`src/rtl/bitwise_logic_unit.sv`:
```
// bitwise_logic_unit
// ------------------
// Registered bitwise logic unit. For each accepted transaction it applies one
// of eight bitwise functions to WIDTH-bit operands. It registers the result
// together with its zero, parity and popcount flags. An optional accumulate
// mode uses an internal register as operand A and writes each result back to it.
//
// The output stage is one register deep with a valid/ready handshake. It
// accepts a new input on the same edge that the current result is consumed,
// so it sustains one transaction per cycle.
//
// Parameters
//   WIDTH     operand/result width in bits (1..64)
//   CW        popcount field width, derived from WIDTH (do not override)
//
// Ports
//   clk       rising-edge clock
//   rst_n     asynchronous active-low reset
//   in_valid  operand/opcode present
//   in_ready  unit accepts input this cycle
//   op        function select
//   a         operand A (replaced by the accumulator when acc_en=1)
//   b         operand B
//   acc_en    use accumulator as operand A and write the result back to it
//   acc_clr   synchronous accumulator clear
//   out_valid result register holds an unconsumed result
//   out_ready downstream consumes the result
//   result    registered result
//   zero      result == 0
//   parity    XOR-reduction of result
//   popcount  number of 1 bits in result
//   acc_q     current accumulator value
module bitwise_logic_unit #(
  parameter int unsigned WIDTH = 8,
  parameter int unsigned CW    = $clog2(WIDTH + 1)
) (
  input  logic             clk,
  input  logic             rst_n,
  input  logic             in_valid,
  output logic             in_ready,
  input  logic [2:0]       op,
  input  logic [WIDTH-1:0] a,
  input  logic [WIDTH-1:0] b,
  input  logic             acc_en,
  input  logic             acc_clr,
  output logic             out_valid,
  input  logic             out_ready,
  output logic [WIDTH-1:0] result,
  output logic             zero,
  output logic             parity,
  output logic [CW-1:0]    popcount,
  output logic [WIDTH-1:0] acc_q
);

  typedef enum logic [2:0] {
    OP_AND  = 3'b000,
    OP_OR   = 3'b001,
    OP_NAND = 3'b010,
    OP_NOR  = 3'b011,
    OP_XOR  = 3'b100,
    OP_XNOR = 3'b101,
    OP_NOTB = 3'b110,
    OP_PASS = 3'b111
  } op_e;

  function automatic logic [CW-1:0] count_ones(input logic [WIDTH-1:0] v);
    logic [CW-1:0] n;
    n = '0;
    for (int unsigned i = 0; i < WIDTH; i++) begin
      n = n + CW'(v[i]);
    end
    return n;
  endfunction

  logic             valid_q;
  logic [WIDTH-1:0] result_q;
  logic             zero_q;
  logic             parity_q;
  logic [CW-1:0]    popcnt_q;
  logic [WIDTH-1:0] acc_r;

  logic             in_fire;
  logic             out_fire;
  logic [WIDTH-1:0] opa;
  logic [WIDTH-1:0] res_d;

  assign in_ready = ~valid_q | out_ready;
  assign in_fire  = in_valid & in_ready;
  assign out_fire = valid_q & out_ready;

  // A clear that coincides with an accumulate transaction takes effect
  // before the operation, so operand A becomes zero rather than acc_r.
  always_comb begin
    opa = a;
    if (acc_en) begin
      opa = acc_clr ? '0 : acc_r;
    end
  end

  always_comb begin
    res_d = '0;
    case (op)
      OP_AND:  res_d = opa & b;
      OP_OR:   res_d = opa | b;
      OP_NAND: res_d = ~(opa & b);
      OP_NOR:  res_d = ~(opa | b);
      OP_XOR:  res_d = opa ^ b;
      OP_XNOR: res_d = ~(opa ^ b);
      OP_NOTB: res_d = ~b;
      OP_PASS: res_d = opa;
      default: res_d = '0;
    endcase
  end

  // Output register. The flags are derived from the combinational result
  // and loaded with it, so they always match the held result.
  always_ff @(posedge clk or negedge rst_n) begin
    if (!rst_n) begin
      valid_q  <= 1'b0;
      result_q <= '0;
      zero_q   <= 1'b1;
      parity_q <= 1'b0;
      popcnt_q <= '0;
    end else if (in_fire) begin
      valid_q  <= 1'b1;
      result_q <= res_d;
      zero_q   <= (res_d == '0);
      parity_q <= ^res_d;
      popcnt_q <= count_ones(res_d);
    end else if (out_fire) begin
      valid_q  <= 1'b0;
    end
  end

  // Accumulator. The write-back takes priority over the clear. The clear has
  // already zeroed operand A for that transaction.
  always_ff @(posedge clk or negedge rst_n) begin
    if (!rst_n) begin
      acc_r <= '0;
    end else if (in_fire && acc_en) begin
      acc_r <= res_d;
    end else if (acc_clr) begin
      acc_r <= '0;
    end
  end

  assign out_valid = valid_q;
  assign result    = result_q;
  assign zero      = zero_q;
  assign parity    = parity_q;
  assign popcount  = popcnt_q;
  assign acc_q     = acc_r;

endmodule
```
`config.mk`:
```
export PLATFORM = sky130hd
export DESIGN_NAME = bitwise_logic_unit
export DESIGN_NICKNAME = d
export VERILOG_FILES = /design/src/rtl/bitwise_logic_unit.sv
export SDC_FILE = /design/constraint.sdc
export NUM_CORES = 1
export LEC_CHECK = 0
export ABC_AREA = 1
export BUFFER_PORTS_ARGS = -buffer_cell sky130_fd_sc_hd__buf_4
export CAP_MARGIN = 20
export CORE_MARGIN = 2
export CORE_UTILIZATION = 59
export DETAILED_ROUTE_END_ITERATION = 16
export PLACE_DENSITY_LB_ADDON = 0.25
export SLEW_MARGIN = 20
export SYNTH_ARGS = -nofsm -noshare
export SYNTH_HDL_FRONTEND = slang
export SYNTH_SLANG_ARGS = --single-unit
```
`constraint.sdc`:
```
create_clock -name clk -period 5.6 [get_ports clk]
set_input_delay 0.84 -clock clk [delete_from_list [all_inputs] [get_ports clk]]
set_output_delay 0.84 -clock clk [all_outputs]
set_load 0.01 [all_outputs]
```
# Word-level counts from Yosys, hierarchy flattened
# Cells that the tools add are included.
[totals] register_bits=23 in_bits=25 word_cells=42
[op_classes] add_sub_neg=7 n_eq_ne=7 muxes=6 bitwise_logic=11 n_reduce_logical=5
[op_table] operator="$pmux 8 s8" n=1
[op_table] operator="$not 8->8" n=4
[op_table] operator="$mux 8" n=3
[op_table] operator="$add 4x1->4" n=4
[op_table] operator="$eq 3x3->1 const B" n=4
[op_table] operator="$and 8x8->8" n=1
[op_table] operator="$logic_not 8->1" n=1
[op_table] operator="$or 8x8->8" n=1
[op_table] operator="$reduce_xor 8->1" n=1
[op_table] operator="$xor 8x8->8" n=1
[op_table] operator="$eq 3x2->1 const B" n=2
[op_table] operator="$add 3x1->4" n=1
[op_table] operator="$add 2x1->3" n=1
[op_table] operator="$eq 3x1->1 const B" n=1
[op_table] operator="$logic_not 3->1" n=1
[op_table] operator="$add 1x1->2" n=1
[op_table] operator="$and 1x1->1" n=2
[op_table] operator="$mux 1" n=2
[op_table] operator="$reduce_bool 2->1" n=1
[op_table] operator="$logic_and 1x1->1" n=1
[op_table] operator="$not 1->1" n=1
[op_table] operator="$or 1x1->1" n=1

# Logic depth before layout (Yosys ltp)
[logic_depth] depth_word=12 mapped_depth=21 depth_no_buf=21

# Worst setup path before layout
# No wires, ideal clock.
[synth_path] kind="input to register" startpoint="in acc_en" endpoint="reg popcnt_q[2], in the netlist popcount[2]" t_arrival_ps=4293 required_time_ps=5517 setup_slack_ps=1225 stages=20 cell_sequence="buf_2 > inv_2 > nand2_1 > nand2_1 > inv_1 > ha_1 > or2_1 > nand2_1 > nor2_1 > nand2_1 > nand2_1 > fa_1 > fa_1 > fa_1 > inv_1 > ha_1 > inv_1 > fa_1 > xor2_1 > o21ai_0"
[synth_between] elab_chain_len=11 elab_cells_between_ends=15 classes_between="7 x add/sub; 2 x mux; 6 x bitwise"
[synth_rtl] item="start, declared" line="44" text="input logic acc_en,"
[synth_rtl] item="$mux 8 (*)" line="95" text="if (acc_en) begin"
[synth_rtl] item="$xor 8x8->8 (tied with other cells)" line="107, 108"
[synth_rtl] item="$not 8->8 (on tied branches)" line="108, 105, 106"
[synth_rtl] item="$pmux 8 s8 (*)" line="102" text="case (op)"
[synth_rtl] item="$add 1x1->2" line="70" text="n = n + CW'(v[i]);"
[synth_rtl] item="$add 2x1->3" line="70"
[synth_rtl] item="$add 3x1->4" line="70"
[synth_rtl] item="$add 4x1->4 (3 in a row)" line="70"
[synth_rtl] item="$add 4x1->4 (*)" line="70"
[synth_rtl] item="end signal, assigned" line="129" text="popcnt_q <= count_ones(res_d);"
[synth_rtl] item="end, declared" line="79" text="logic [CW-1:0] popcnt_q;"
# Every way passes the cells marked *; elsewhere a longest branch is shown, timed or not.
# A chain may end at the register's enable or synchronous reset.

# Worst setup path in the final report
[layout_path] startpoint="in acc_clr" endpoint="reg popcnt_q[1], in the netlist popcount[1]"
[layout_between] elab_chain_len=12 elab_cells_between_ends=16 classes_between="7 x add/sub; 3 x mux; 6 x bitwise"
[layout_rtl] item="start, declared" line="45" text="input logic acc_clr,"
[layout_rtl] item="$mux 8 (*)"
[layout_rtl] item="$mux 8 (*)" line="95"
[layout_rtl] item="$xor 8x8->8 (tied with other cells)" line="107, 108"
[layout_rtl] item="$not 8->8 (on tied branches)" line="108, 105, 106"
[layout_rtl] item="$pmux 8 s8 (*)" line="102"
[layout_rtl] item="$add 1x1->2" line="70"
[layout_rtl] item="$add 2x1->3" line="70"
[layout_rtl] item="$add 3x1->4" line="70"
[layout_rtl] item="$add 4x1->4 (3 in a row)" line="70"
[layout_rtl] item="$add 4x1->4 (*)" line="70"
# Marks and branches as above.

==> flow_summary.ini <==
[status]
outcome = finished clean

[yosys]
synth-seq-cells = 23
syn_inst = 323
synthesis.nets = 374
synth_compound_area_frac = 0.04343
synthesis.area_sq_um = 2132
muxShareOfSynthArea = 0.01408
synth_xor_area_frac = 0.01643
synth_top_family_by_area = simple AND/OR/NAND/NOR gates
synth_fa_ha_area_frac = 0.1667
ys_types = 26
syn_avg_cell_area_sq_um = 6.601
synth_simple_gate_area_frac = 0.3809
yosysSeqAreaShare = 0.2705
ys.warnings.count = 0

[global_routing]
use_met2 = 0.4974
grt_pass1_vias = 2077
grt_max_degree = 24
antenna_found_initial = 0
track_usage = 0.2775
gr-total-overflow = 0
busiest_layer = met2
grt_pass1_wl_microns = 8997
use_met3 = 0.04754
grt_use_met1 = 0.3555

[sta]
fin_crit_ns = 4.483
tightest_slew_ns = 0.6551
fin_crit_sh = 0.8005
rsz0062_at_grt = no
setup_slack_ns = 1.117
slew_violations = 0
slew_headroom = 0.5622
fmax_mhz = 223.1
clock_skew_ns = 0.003609
final-setup-viol-count = 0
tns_ns = 0
hold_viol_final = 0

[hold_path]
min-delay-path-class = in2async

[cells_and_area]
fillCellCount = 289
areaGrowthSynthToFinish_pct = 19.25
antenna_cells = 0
drive_above_1_share = 0.1762
fin_cells = 415
finalNetCount = 421
fin_area_sq_um = 2542

[worst_setup_path]
critPathCaptureType = flip-flop
cp_max_fo = 12
worst-endpoint-required_ns = 5.84
crit_type = in2reg
cp.arrival_ns = 4.72
critPathLaunchType = input port

[route]
ant_nets = 0
drtIter0Drc = 117
drtPass1Iterations = 5
routedWlPerCell_microns = 12.90
route.detailed.drc = 0
vias_per_cell = 5.253
wl_microns = 5354
vias = 2180

[place]
dp_slack_ns = 0.8059
port_buffers = 48
hpwlAfterDp_microns = 4276
place_congestion = 0.9106
postPlaceCellArea_sq_um = 2515
dp_cells = 411

[cts]
post_cts_buffers = 0
clockBufferDepth = 2
numCtsBuffers = 3
cts_resized = 0
postCtsHoldBufs = 0
cts_tree = built
cts-htree-levels = 1
clkSlewWorstSetupHoldPaths_ns = 0.13
cts_sinks = 23
insertion_delay_ns = 0.33
clock-root-buffer = clkbuf_4

[floorplanning]
die_x_microns = 64.12
core_area_sq_um = 3416
die_h_microns = 64.12
start_util = 0.6242
fp-row-count = 21
io_pins = 49
die_area_sq_um = 4111

[job]
maxCapViolCount = 0

[pwr]
p_leak_uw = 0.001500
vdd_drop_max_mv = 0.1870
power_density_nw_per_um2 = 234.7
==> critical path: stages <==
cell and delay (ns):
buf_4 0.12, inv_1 0.25, nand2_1 0.11, o21ai_1 0.23, inv_1 0.07, ha_1 0.28
nand4_1 0.09, nand2_1 0.05, nor2_1 0.11, nand3_1 0.13, nand2_1 0.13, fa_1 0.43
fa_1 0.45, fa_1 0.49, inv_1 0.04, ha_1 0.21, inv_1 0.07, fa_1 0.40
o21ai_0 0.20
==> flip-flops by register name (all words and copies together), names as in the netlist <==
register,flops
acc_q,8
out_valid,1
parity,1
popcount,4
result,8
zero,1
==> area by class of cell <==
class / instances / area [sq um] / area share
clock inverters: 1 / 5.005 / 0.001969
repair buffers: 48 / 360.3 / 0.1417
inverters: 52 / 195.2 / 0.07677
multi-input cells: 242 / 1325 / 0.5212
clock buffers: 3 / 22.52 / 0.008858
flip-flops and latches: 23 / 576.8 / 0.2269
well taps: 46 / 57.56 / 0.02264
==> cell families after synthesis <==
group	Yosys count
mux	3
simple gates	191
xor+xnor	4
flops	23
fa+ha+maj	26
buf+inv	58
compound gates	18
==> cell usage in the layout, fill, tap and decap left out, drive strengths merged <==
master / n
or2: 5
nand4: 4
nor2: 30
nand2: 110
xnor2: 3
mux2i: 3
buf: 48
ha: 22
clkinv: 2
a21oi: 5
xor2: 1
dfstp: 1
fa: 4
nor3: 4
o21ai: 12
nand3: 38
o211ai: 1
inv: 51
dfrtp: 22
clkbuf: 3
==> routing by layer <==
layer / vias up / routed length, microns / share of wire
met5: - / 0 / 0
met4: 0 / 46 / 0.0086
met3: 4 / 360 / 0.067
met2: 80 / 2643 / 0.49
met1: 992 / 2303 / 0.43
li1: 1104 / - / -
==> cells in the mapped netlist (all sizes together) <==
library cell  instances  share of area
fa                    4          0.038
o211ai                1         0.0035
inv                  51          0.090
ha                   22           0.13
nand4                 4          0.012
dfstp                 1          0.012
nand2               110           0.19
dfrtp                22           0.26
mux2i                 3          0.014
buf                   6          0.016
nor2                 30          0.058
xor2                  1         0.0041
nor3                  4         0.0094
or2                   5          0.015
nand3                38          0.094
clkinv                1         0.0018
a21oi                 5          0.012
xnor2                 3          0.012
o21ai                12          0.028
==> per-stage QoR <==
step                        util  total power (uW)  hold slack [ns]
after floorplan                -             407.3           0.4908
after global placement    0.7363             507.7           0.4649
after detailed placement  0.7363             518.9           0.4677
final                     0.7443             596.7           0.3826
after CTS                 0.7443             600.1           0.3834
after global routing      0.7443             655.0           0.3814
==> power by group <==
group          internal, uW  switching, uW
clock                  26.9           52.3
combinational           135            165
sequential              198           19.2
total                   360            237
==> final timing paths <==
check	startpoint	to	slack (ns)	depth (start not counted)
max	acc_clr	popcount[1]$_DFFE_PN0P_	1.12	19
min	rst_n	result[6]$_DFFE_PN0P_	0.38	1
max reg2reg	acc_q[0]$_DFF_PN0_	popcount[1]$_DFFE_PN0P_	1.54	19
min reg2reg	result[5]$_DFFE_PN0P_	result[5]$_DFFE_PN0P_	0.50	2
max in group asynchronous	rst_n	zero$_DFFE_PN1P_	4.94	1
min in group clk	result[5]$_DFFE_PN0P_	result[5]$_DFFE_PN0P_	0.50	2
No activity file was read; power rests on OpenSTA's default activity.
